$ cat src/rtl/measure_seq.sv
// measure_seq: sequencer for the DFM measure datapath.
//
// Runs a finite number of back-to-back gated measurements, or runs continuously when the
// run count is 0. It arms the measure block, captures each {ref_cnt,sig_cnt} result and
// presents it on a valid/ready stream.
//
// Optional feature: define MEASURE_SEQ_TIMEOUT_EN to enable the per-measurement timeout.
// Without it, cfg_tmo_i is ignored and tmo_o is tied low.
//
// Ports:
//   clk_i, rst_n_i      clock, asynchronous active-low reset
//   cfg_start_i         start pulse; ignored while busy
//   cfg_stop_i          abort pulse; wins over a simultaneous start
//   cfg_runs_i          measurements per start (0 = continuous)
//   cfg_gate_i          gate length in signal periods, latched at start
//   cfg_tmo_i           per-measurement timeout in clk cycles (0 = disabled)
//   gate_en_o           arm request to measure
//   gate_total_o        gate length to measure, held for the whole run
//   gate_sync_i         measure gate-open indication
//   meas_wr_en_i        1-cycle result strobe from measure
//   meas_data_i         result from measure {ref_cnt,sig_cnt}
//   res_valid_o         result stream valid
//   res_ready_i         result stream ready
//   res_data_o          result stream data
//   res_idx_o           0-based index of the result within the run
//   busy_o              sequencer not idle
//   done_o              1-cycle pulse when a finite run completes and its last result is taken
//   ovf_o               sticky: a result was dropped because the output register was full
//   tmo_o               sticky: a measurement timed out
module measure_seq #(
  parameter int unsigned RUN_W = 8,
  parameter int unsigned CNT_W = 32
) (
  input  logic             clk_i,
  input  logic             rst_n_i,
  input  logic             cfg_start_i,
  input  logic             cfg_stop_i,
  input  logic [RUN_W-1:0] cfg_runs_i,
  input  logic [CNT_W-1:0] cfg_gate_i,
  input  logic [CNT_W-1:0] cfg_tmo_i,
  output logic             gate_en_o,
  output logic [CNT_W-1:0] gate_total_o,
  input  logic             gate_sync_i,
  input  logic             meas_wr_en_i,
  input  logic [63:0]      meas_data_i,
  output logic             res_valid_o,
  input  logic             res_ready_i,
  output logic [63:0]      res_data_o,
  output logic [RUN_W-1:0] res_idx_o,
  output logic             busy_o,
  output logic             done_o,
  output logic             ovf_o,
  output logic             tmo_o
);

  typedef enum logic [2:0] {StIdle, StArm, StGate, StFlush, StStop} state_e;

  state_e           state_q;
  logic [RUN_W-1:0] runs_q;
  logic [RUN_W-1:0] run_cnt_q;
  logic [1:0]       stop_cnt_q;

  logic             accept;
  logic             out_free;
  logic             last_run;
  logic             tmo_hit;
  logic [RUN_W-1:0] run_cnt_inc;

  assign accept      = res_valid_o & res_ready_i;
  // The output register can take a new result if empty or being emptied this cycle.
  assign out_free    = ~res_valid_o | res_ready_i;
  assign run_cnt_inc = run_cnt_q + RUN_W'(1);
  assign last_run    = (runs_q != '0) && (run_cnt_inc == runs_q);

`ifdef MEASURE_SEQ_TIMEOUT_EN
  logic [CNT_W-1:0] tmo_cfg_q;
  logic [CNT_W-1:0] tmo_cnt_q;
  logic             tmo_q;

  assign tmo_hit = (tmo_cfg_q != '0) && (tmo_cnt_q == tmo_cfg_q);
  assign tmo_o   = tmo_q;
`else
  logic unused_tmo;

  assign unused_tmo = ^cfg_tmo_i;
  assign tmo_hit    = 1'b0;
  assign tmo_o      = 1'b0;
`endif

  always_ff @(posedge clk_i or negedge rst_n_i) begin
    if (!rst_n_i) begin
      state_q      <= StIdle;
      runs_q       <= '0;
      run_cnt_q    <= '0;
      stop_cnt_q   <= '0;
      gate_en_o    <= 1'b0;
      gate_total_o <= '0;
      res_valid_o  <= 1'b0;
      res_data_o   <= '0;
      res_idx_o    <= '0;
      busy_o       <= 1'b0;
      done_o       <= 1'b0;
      ovf_o        <= 1'b0;
`ifdef MEASURE_SEQ_TIMEOUT_EN
      tmo_cfg_q    <= '0;
      tmo_cnt_q    <= '0;
      tmo_q        <= 1'b0;
`endif
    end else begin
      done_o <= 1'b0;
      // A result pending from an aborted run is still handed out from any state.
      if (accept) begin
        res_valid_o <= 1'b0;
      end

      case (state_q)
        StIdle: begin
          if (cfg_start_i && !cfg_stop_i) begin
            runs_q       <= cfg_runs_i;
            gate_total_o <= cfg_gate_i;
            run_cnt_q    <= '0;
            ovf_o        <= 1'b0;
            gate_en_o    <= 1'b1;
            busy_o       <= 1'b1;
            state_q      <= StArm;
`ifdef MEASURE_SEQ_TIMEOUT_EN
            tmo_cfg_q    <= cfg_tmo_i;
            tmo_cnt_q    <= '0;
            tmo_q        <= 1'b0;
`endif
          end
        end

        StArm: begin
          if (cfg_stop_i || tmo_hit) begin
            gate_en_o  <= 1'b0;
            stop_cnt_q <= '0;
            state_q    <= StStop;
`ifdef MEASURE_SEQ_TIMEOUT_EN
            if (tmo_hit) begin
              tmo_q <= 1'b1;
            end
`endif
          end else begin
`ifdef MEASURE_SEQ_TIMEOUT_EN
            tmo_cnt_q <= tmo_cnt_q + CNT_W'(1);
`endif
            // Drop the arm request once the gate opens so measure does not re-arm when it closes.
            if (gate_sync_i) begin
              gate_en_o <= 1'b0;
              state_q   <= StGate;
            end
          end
        end

        StGate: begin
          if (cfg_stop_i || tmo_hit) begin
            gate_en_o  <= 1'b0;
            stop_cnt_q <= '0;
            state_q    <= StStop;
`ifdef MEASURE_SEQ_TIMEOUT_EN
            if (tmo_hit) begin
              tmo_q <= 1'b1;
            end
`endif
          end else if (meas_wr_en_i) begin
            if (out_free) begin
              res_valid_o <= 1'b1;
              res_data_o  <= meas_data_i;
              res_idx_o   <= run_cnt_q;
            end else begin
              ovf_o <= 1'b1;
            end
            run_cnt_q <= run_cnt_inc;
            if (last_run) begin
              state_q <= StFlush;
            end else begin
              gate_en_o <= 1'b1;
              state_q   <= StArm;
`ifdef MEASURE_SEQ_TIMEOUT_EN
              tmo_cnt_q <= '0;
`endif
            end
          end else begin
`ifdef MEASURE_SEQ_TIMEOUT_EN
            tmo_cnt_q <= tmo_cnt_q + CNT_W'(1);
`endif
          end
        end

        StFlush: begin
          if (cfg_stop_i) begin
            stop_cnt_q <= '0;
            state_q    <= StStop;
          end else if (out_free) begin
            done_o  <= 1'b1;
            busy_o  <= 1'b0;
            state_q <= StIdle;
          end
        end

        StStop: begin
          // Wait for the measure gate to stay closed for four consecutive cycles.
          if (gate_sync_i) begin
            stop_cnt_q <= '0;
          end else if (stop_cnt_q == 2'd3) begin
            busy_o  <= 1'b0;
            state_q <= StIdle;
          end else begin
            stop_cnt_q <= stop_cnt_q + 2'd1;
          end
        end

        default: begin
          gate_en_o <= 1'b0;
          busy_o    <= 1'b0;
          state_q   <= StIdle;
        end
      endcase
    end
  end

endmodule

$ cat config.mk
export PLATFORM = sky130hd
export DESIGN_NAME = measure_seq
export DESIGN_NICKNAME = d
export VERILOG_FILES = /design/src/rtl/measure_seq.sv
export SDC_FILE = /design/constraint.sdc
export NUM_CORES = 1
export LEC_CHECK = 0
export ABC_AREA = 1
export BUFFER_PORTS_ARGS = -buffer_cell sky130_fd_sc_hd__buf_4
export CORE_MARGIN = 2
export CORE_UTILIZATION = 47
export CTS_CLUSTER_SIZE = 20
export DETAILED_ROUTE_END_ITERATION = 6
export GPL_TIMING_DRIVEN = 0
export MAX_ROUTING_LAYER = met4
export PLACE_DENSITY = 0.8
export SYNTH_ARGS = -nofsm -noshare
export SYNTH_HDL_FRONTEND = slang
export SYNTH_SLANG_ARGS = --single-unit
$ cat constraint.sdc
create_clock -name clk_i -period 1.88 [get_ports clk_i]
set_input_delay 0.094 -clock clk_i [delete_from_list [all_inputs] [get_ports clk_i]]
set_output_delay 0.094 -clock clk_i [all_outputs]
set_load 0.02 [all_outputs]
==> results.sh, run 1 <==
export IMPL_die_h_um=113.2
export IMPL_cp_slowest_cell="dfrtp_1"
export IMPL_drt_antenna_violating_nets=0
export IMPL_firstDrtPassIters=7
export IMPL_p_total_mw=15.13
export IMPL_ir_drop_v=0.0009235
export IMPL_stdcell_area_um2=9213
export IMPL_port_buffers=219
export IMPL_report_final_slew_viol_count=0
export IMPL_io_pins=253
export IMPL_clk_path_buf_depth=2
export IMPL_final_common_cell="buf_4"
export IMPL_most_common_layout_cells="buf_4, nand2_1, dfrtp_1, dlygate4sd3_1, mux2_4"
export IMPL_drt_iter0_drc=328
export IMPL_clk_pin_slew_ns=0.06
export IMPL_syn_area_per_cell_um2=11.09
export IMPL_violations="DRC"
export IMPL_p_leak_nw=4.995
export IMPL_power_internal_mw=9.652
export IMPL_cts_tree="built"
export IMPL_p_sw_frac=0.3622
export IMPL_synthDistinctLibCells=25
export IMPL_status="finished, violations left"
export IMPL_wirelength_mm=17.99
export IMPL_fin_crit_ns=1.734
export IMPL_clock_skew_ns=0.008605
export IMPL_fp_dieArea_um2=12810
export IMPL_nets=997
export IMPL_diodes=0
export IMPL_setup_tns_ns=0
export IMPL_clock_latency_ns=0.41
export IMPL_pwr_share_comb=0.423
export IMPL_coreArea_um2=11520
export IMPL_wl_per_cell_um=17.85
export IMPL_hold_class="in -> reg"
export IMPL_drive_above_1_share=0.3931
export IMPL_start_util=0.4863
export IMPL_hold_ws_ns=0.03618
export IMPL_place_area_um2=7455
export IMPL_antenna_found_initial=0
export IMPL_yosysSeqAreaShare=0.5809
export IMPL_cts_htree_levels=4
export IMPL_rsz0062_at_grt="false"
export IMPL_yosysWarningCount=0
export IMPL_path_cells="inv_2 -> nand4_2 -> nor2_4 -> nand2_4 -> buf_6 -> mux2_4"
export IMPL_relSlewSlack=0.6639
export IMPL_dp_slack_ns=0.06074
export IMPL_cts_sinks=130
export IMPL_overflow=0
export IMPL_numCtsBuffers=17
export IMPL_hpwl_mm=10.43
export IMPL_hold_viol=0
export IMPL_net_switching_power_mw=5.480
export IMPL_drc_errors=19
export IMPL_fin_cells=1008
export IMPL_worstSetupPathType="reg -> reg"
export IMPL_drv_cap=0
export IMPL_cp_arrival_ns=2.02
export IMPL_finalSetupViolCount=0
export IMPL_fillers=662
export IMPL_slowest_delay_ns=0.40
export IMPL_netlist_area_um2=5600
export IMPL_critPathLaunchType="flop"
export IMPL_rows=39
export IMPL_gp_congestion=0.8998
export IMPL_via_per_inst=5.000
export IMPL_fp_dieW_um=113.2
export IMPL_post_place_cells=868
export IMPL_final_core_utilization=0.8000
export IMPL_fin_crit_sh=0.9224
export IMPL_seq_power_share=0.327
export IMPL_tightest_slew_ns=0.5041
export IMPL_grt_pass1_vias=5337
export IMPL_fmax_mhz=576.7
export IMPL_area_delta_synth_final_pct=64.50
export IMPL_track_usage=0.2956
export IMPL_grt_first_pass_wirelength_mm=28.52
export IMPL_syn_num_nets=650
export IMPL_postLayoutSetupSlackWorst_ns=0.1459
export IMPL_synth_seq_cells=130
export IMPL_p_clk_frac=0.250
export IMPL_grt_max_degree=93
export IMPL_cts_root_buffer="clkbuf_16"
export IMPL_powerDensity_nw_per_um2=1643
export IMPL_endpoint_kind="flop"
export IMPL_crit_required_ns=2.16
export IMPL_critPathMaxFanout=10
export IMPL_synth_cells=505
export IMPL_dr_total_vias=5040
routing by layer:
layer | vias to the layer above | GRT usage | part of all wire
met3 | 34 | 0.06535 | 0.064
li1 | 2327 | - | -
met4 | 0 | 0.09431 | 0.024
met2 | 237 | 0.5002 | 0.50
met1 | 2442 | 0.3545 | 0.41
met5 | - | - | 0
logic make-up after synthesis:
group	Yosys count	synth area share
adders and majority gates	2	0.004468
muxes	64	0.1716
and+or+nand+nor	220	0.1600
other	1	0.0006696
AOI/OAI and AO/OA	35	0.03396
buffers and inverters	53	0.04848
DFF	130	0.5809
cells in the mapped netlist:
cell type	count	share of area
a21oi_1	3	0.0027
buf_2	1	0.00089
buf_4	5	0.0067
buf_6	7	0.014
clkbuf_1	4	0.0027
conb_1	1	0.00067
dfrtp_1	130	0.58
ha_1	2	0.0045
inv_1	32	0.021
inv_2	4	0.0027
mux2_4	64	0.17
nand2_1	166	0.11
nand2_4	1	0.0020
nand3_1	26	0.023
nand3b_1	1	0.0013
nand4_1	3	0.0034
nand4_2	1	0.0022
nor2_1	19	0.013
nor2_4	1	0.0020
nor3_1	2	0.0018
o211ai_1	1	0.0013
o21ai_0	24	0.021
o21bai_1	2	0.0027
o22ai_1	4	0.0045
o31ai_1	1	0.0013
critical path, delay by kind of cell, from the launching register on:
kind                   cells  cell delay [ns]
DFF                        1             0.40
muxes                      1             0.32
buffers and inverters      2             0.30
and+or+nand+nor            3             0.57
state kept, by name (all words and copies together) (netlist names):
name          cells
busy_o            1
done_o            1
gate_en_o         1
gate_total_o     32
ovf_o             1
res_data_o       64
res_idx_o         8
res_valid_o       1
run_cnt_q         8
runs_q            8
state_q           3
stop_cnt_q        2
final cells by class:
class                      count  area, um^2  area share
sequential                   130        3254      0.3533
tap                          143       178.9     0.01942
inverter                      36       135.1     0.01467
buffer                        17       136.4     0.01480
clock buffer                  21       480.5     0.05215
timing repair buffer         328        2751      0.2987
clock inverter                11       197.7     0.02146
multi-input combinational    322        2078      0.2256
power by group through the flow:
stage	sequential [mW]	combinational (mW)	clock, mW
global route	5.06	6.79	3.96
global placement	4.77	5.90	0
finish	4.94	6.40	3.79
floorplan	6.11	2.15	0
detailed placement	4.85	6.03	0
CTS	4.84	6.25	3.79
worst paths after layout:
| path | startpoint | end | slack [ns] | cells past startpoint |
|---|---|---|---|---|
| worst max-delay path | state_q[0] | res_data_o[11] | 0.15 | 6 |
| worst min-delay path | gate_sync_i | stop_cnt_q[1] | 0.04 | 4 |
| worst max register to register | state_q[0] | res_data_o[11] | 0.15 | 6 |
| worst min register to register | gate_en_o | gate_en_o | 0.47 | 2 |
| max in group asynchronous | rst_n_i | run_cnt_q[0] | 0.94 | 3 |
| min in group asynchronous | rst_n_i | gate_total_o[20] | 0.18 | 2 |
what timing repair did:
action                                  CTS  global route
endpoints found under the setup margin    0             2
buffers inserted                          0             2
hold endpoints to repair                143             0
hold buffers                            106             0
resized for setup                         0             2
(Power assumes the default switching activity.)
==> inputs of run 2 (changes only) <==
--- a/config.mk
+++ b/config.mk
@@ -11,9 +11,9 @@
 export CORE_UTILIZATION = 47
 export CTS_CLUSTER_SIZE = 20
 export DETAILED_ROUTE_END_ITERATION = 6
-export GPL_TIMING_DRIVEN = 0
-export MAX_ROUTING_LAYER = met4
+export GPL_TIMING_DRIVEN = 1
 export PLACE_DENSITY = 0.8
+export SETUP_SLACK_MARGIN = 0.5
 export SYNTH_ARGS = -nofsm -noshare
 export SYNTH_HDL_FRONTEND = slang
 export SYNTH_SLANG_ARGS = --single-unit
==> run 2 against run 1 <==
Compared with the run above: the flow still finishes with violations (DRC); worst setup slack improved by 0.016 ns; first-iteration DRC count increased by 14%; clock skew about the same; sequential share of layout area down 1.9 points; sequential cell count unchanged; worst hold slack got worse by 0.019 ns; power up 2.6%; critical path depth increased by 7; wire length up 15%; sequential power grew 2%; fmax up 0.95%.
==> results.sh, run 2 (synthesis gave the netlist of run 1 again) <==
export IMPL_worst_hold_path_endpoint="done_o"
export IMPL_start_util=0.4863
export IMPL_setup_tns_ns=0
export IMPL_gp_congestion=0.8747
export IMPL_holdCritStartpoint="res_ready_i"
export IMPL_fmax_mhz=582.1
export IMPL_timing_rr_end="state_q[1]"
export IMPL_nets=1017
export IMPL_clk_pin_slew_ns=0.05
export IMPL_rsz0062_at_grt="true"
export IMPL_coreArea_um2=11520
export IMPL_worstSetupPathType="reg -> reg"
export IMPL_antenna_found_initial=0
export IMPL_diodes=0
export IMPL_finalSetupViolCount=0
export IMPL_largest_register_ffs=64
export IMPL_clk_path_buf_depth=2
export IMPL_track_usage=0.3208
export IMPL_drt_iter0_drc=373
export IMPL_powerDensity_nw_per_um2=1594
export IMPL_post_place_cells=860
export IMPL_r2r_start="run_cnt_q[0]"
export IMPL_numCtsBuffers=17
export IMPL_fp_dieArea_um2=12810
export IMPL_rr_worst_depth=13
export IMPL_drt_antenna_violating_nets=0
export IMPL_port_buffers=219
export IMPL_cts_sinks=130
export IMPL_p_leak_nw=5.196
export IMPL_fin_crit_ns=1.718
export IMPL_drc_errors=19
export IMPL_rows=39
export IMPL_endpoint_kind="flop"
export IMPL_whs_path_depth=3
export IMPL_overflow=0
export IMPL_ir_drop_v=0.0009836
export IMPL_area_delta_synth_final_pct=73.91
export IMPL_cp_arrival_ns=2.07
export IMPL_fin_crit_sh=0.9137
export IMPL_cts_root_buffer="clkbuf_16"
export IMPL_fin_cells=1027
export IMPL_crit_required_ns=2.23
export IMPL_drv_cap=0
export IMPL_grt_pass1_vias=5786
export IMPL_grt_first_pass_wirelength_mm=31.70
export IMPL_drive_above_1_share=0.4525
export IMPL_hold_viol=0
export IMPL_clock_latency_ns=0.42
export IMPL_fp_dieW_um=113.2
export IMPL_firstDrtPassIters=7
export IMPL_wl_per_cell_um=20.14
export IMPL_hold_class="in -> reg"
export IMPL_critPathLaunchType="flop"
export IMPL_dr_total_vias=5382
export IMPL_largest_registers="res_data_o x64, gate_total_o x32"
export IMPL_clock_skew_ns=0.008206
export IMPL_cts_htree_levels=4
export IMPL_die_h_um=113.2
export IMPL_ff2ff_setup_slack_ns=0.16
export IMPL_critPathMaxFanout=4
export IMPL_wirelength_mm=20.69
export IMPL_cts_tree="built"
export IMPL_final_common_cell="buf_4"
export IMPL_report_final_slew_viol_count=0
export IMPL_violations="DRC"
export IMPL_io_pins=253
export IMPL_regMostFlops="res_data_o"
export IMPL_status="finished, violations left"
export IMPL_most_common_layout_cells="buf_4, nand2_1, dfrtp_1, dlygate4sd3_1, mux2_4"
export IMPL_grt_max_degree=49
export IMPL_hpwl_mm=10.49
export IMPL_via_per_inst=5.241
run 2: cell count changes in the layout (fill, tap and decap cells not counted), moves of 4 or more:
cell	before	now
nor2_1	18	13
nand2_2	0	15
nand2_1	166	148
buf_12	0	8
buf_4	225	231
o21ai_2	0	6
o21ai_0	24	12
nand2_4	1	5
o21ai_1	0	6
run 2: worst max path at each step:
stage / from / endpoint / slack (ns) / depth (start not counted)
3_5_place_dp: run_cnt_q[0] / state_q[1] / 0.15 / 13
3_3_place_gp: run_cnt_q[0] / gate_en_o / 0.24 / 12
2_1_floorplan: run_cnt_q[0] / gate_en_o / 0.40 / 12
5_1_grt: run_cnt_q[0] / state_q[1] / 0.05 / 13
4_1_cts: run_cnt_q[0] / state_q[1] / 0.25 / 12
6_report: run_cnt_q[0] / state_q[1] / 0.16 / 13
run 2: report_power, final:
| group | total (mW) | internal [mW] | switching (mW) |
|---|---|---|---|
| Clock | 3.37 | 2.14 | 1.24 |
| Sequential | 5.03 | 4.06 | 0.965 |
| Combinational | 7.12 | 3.47 | 3.65 |
| Total | 15.5 | 9.67 | 5.85 |
run 2: routing by layer:
metal / vias up / share of wire / global-route usage
met5: - / 0 / 0
met4: 0 / 0.022 / 0.1057
met1: 2652 / 0.39 / 0.3825
met2: 316 / 0.51 / 0.5621
met3: 42 / 0.080 / 0.08998
li1: 2372 / - / -
run 2: critical path, cell delays in order (launching register included):
cell and delay, ns:
dfrtp_2 0.44, ha_4 0.28, inv_2 0.04, nand2_1 0.04
nand2_1 0.05, nor2_1 0.10, nand3_1 0.09, nor2_1 0.10
nand2_1 0.08, nor2_2 0.12, nand2_2 0.10, nand2_2 0.08
nand2_2 0.05, nand2_1 0.07
run 2: timing repair:
item | in CTS | in global routing
setup buffers | 17 | 2
resized for setup | 39 | 38
pin swaps | 13 | 11
endpoints found under the hold margin | 140 | 0
endpoints found under the setup margin | 110 | 128
cloned | 7 | 4
hold buffers | 106 | 0
run 2: area by class of cell:
cell class / instances / area, um^2
Clock buffer: 21 / 460.4
Clock inverter: 10 / 133.9
Fill cell: 555 / 1777
Inverter: 36 / 143.9
Multi-Input combinational cell: 325 / 2277
Sequential cell: 130 / 3257
Tap cell: 143 / 178.9
Timing Repair Buffer: 362 / 3288
run 2: per-stage QoR:
step / total power, mW / hold slack (ns) / worst slack [ns] / instance area, um^2 / utilization
floorplan: 8.260 / -0.2016 / 0.3997 / 5619 / -
global placement: 10.70 / 0.08301 / 0.2395 / 7453 / 0.6472
detailed placement: 10.91 / 0.09144 / 0.1457 / 7453 / 0.6472
CTS: 15.02 / 0.01910 / 0.2507 / 9533 / 0.8278
global route: 16.15 / 0.01265 / 0.05180 / 9739 / 0.8457
finish: 15.52 / 0.01735 / 0.1622 / 9739 / 0.8457
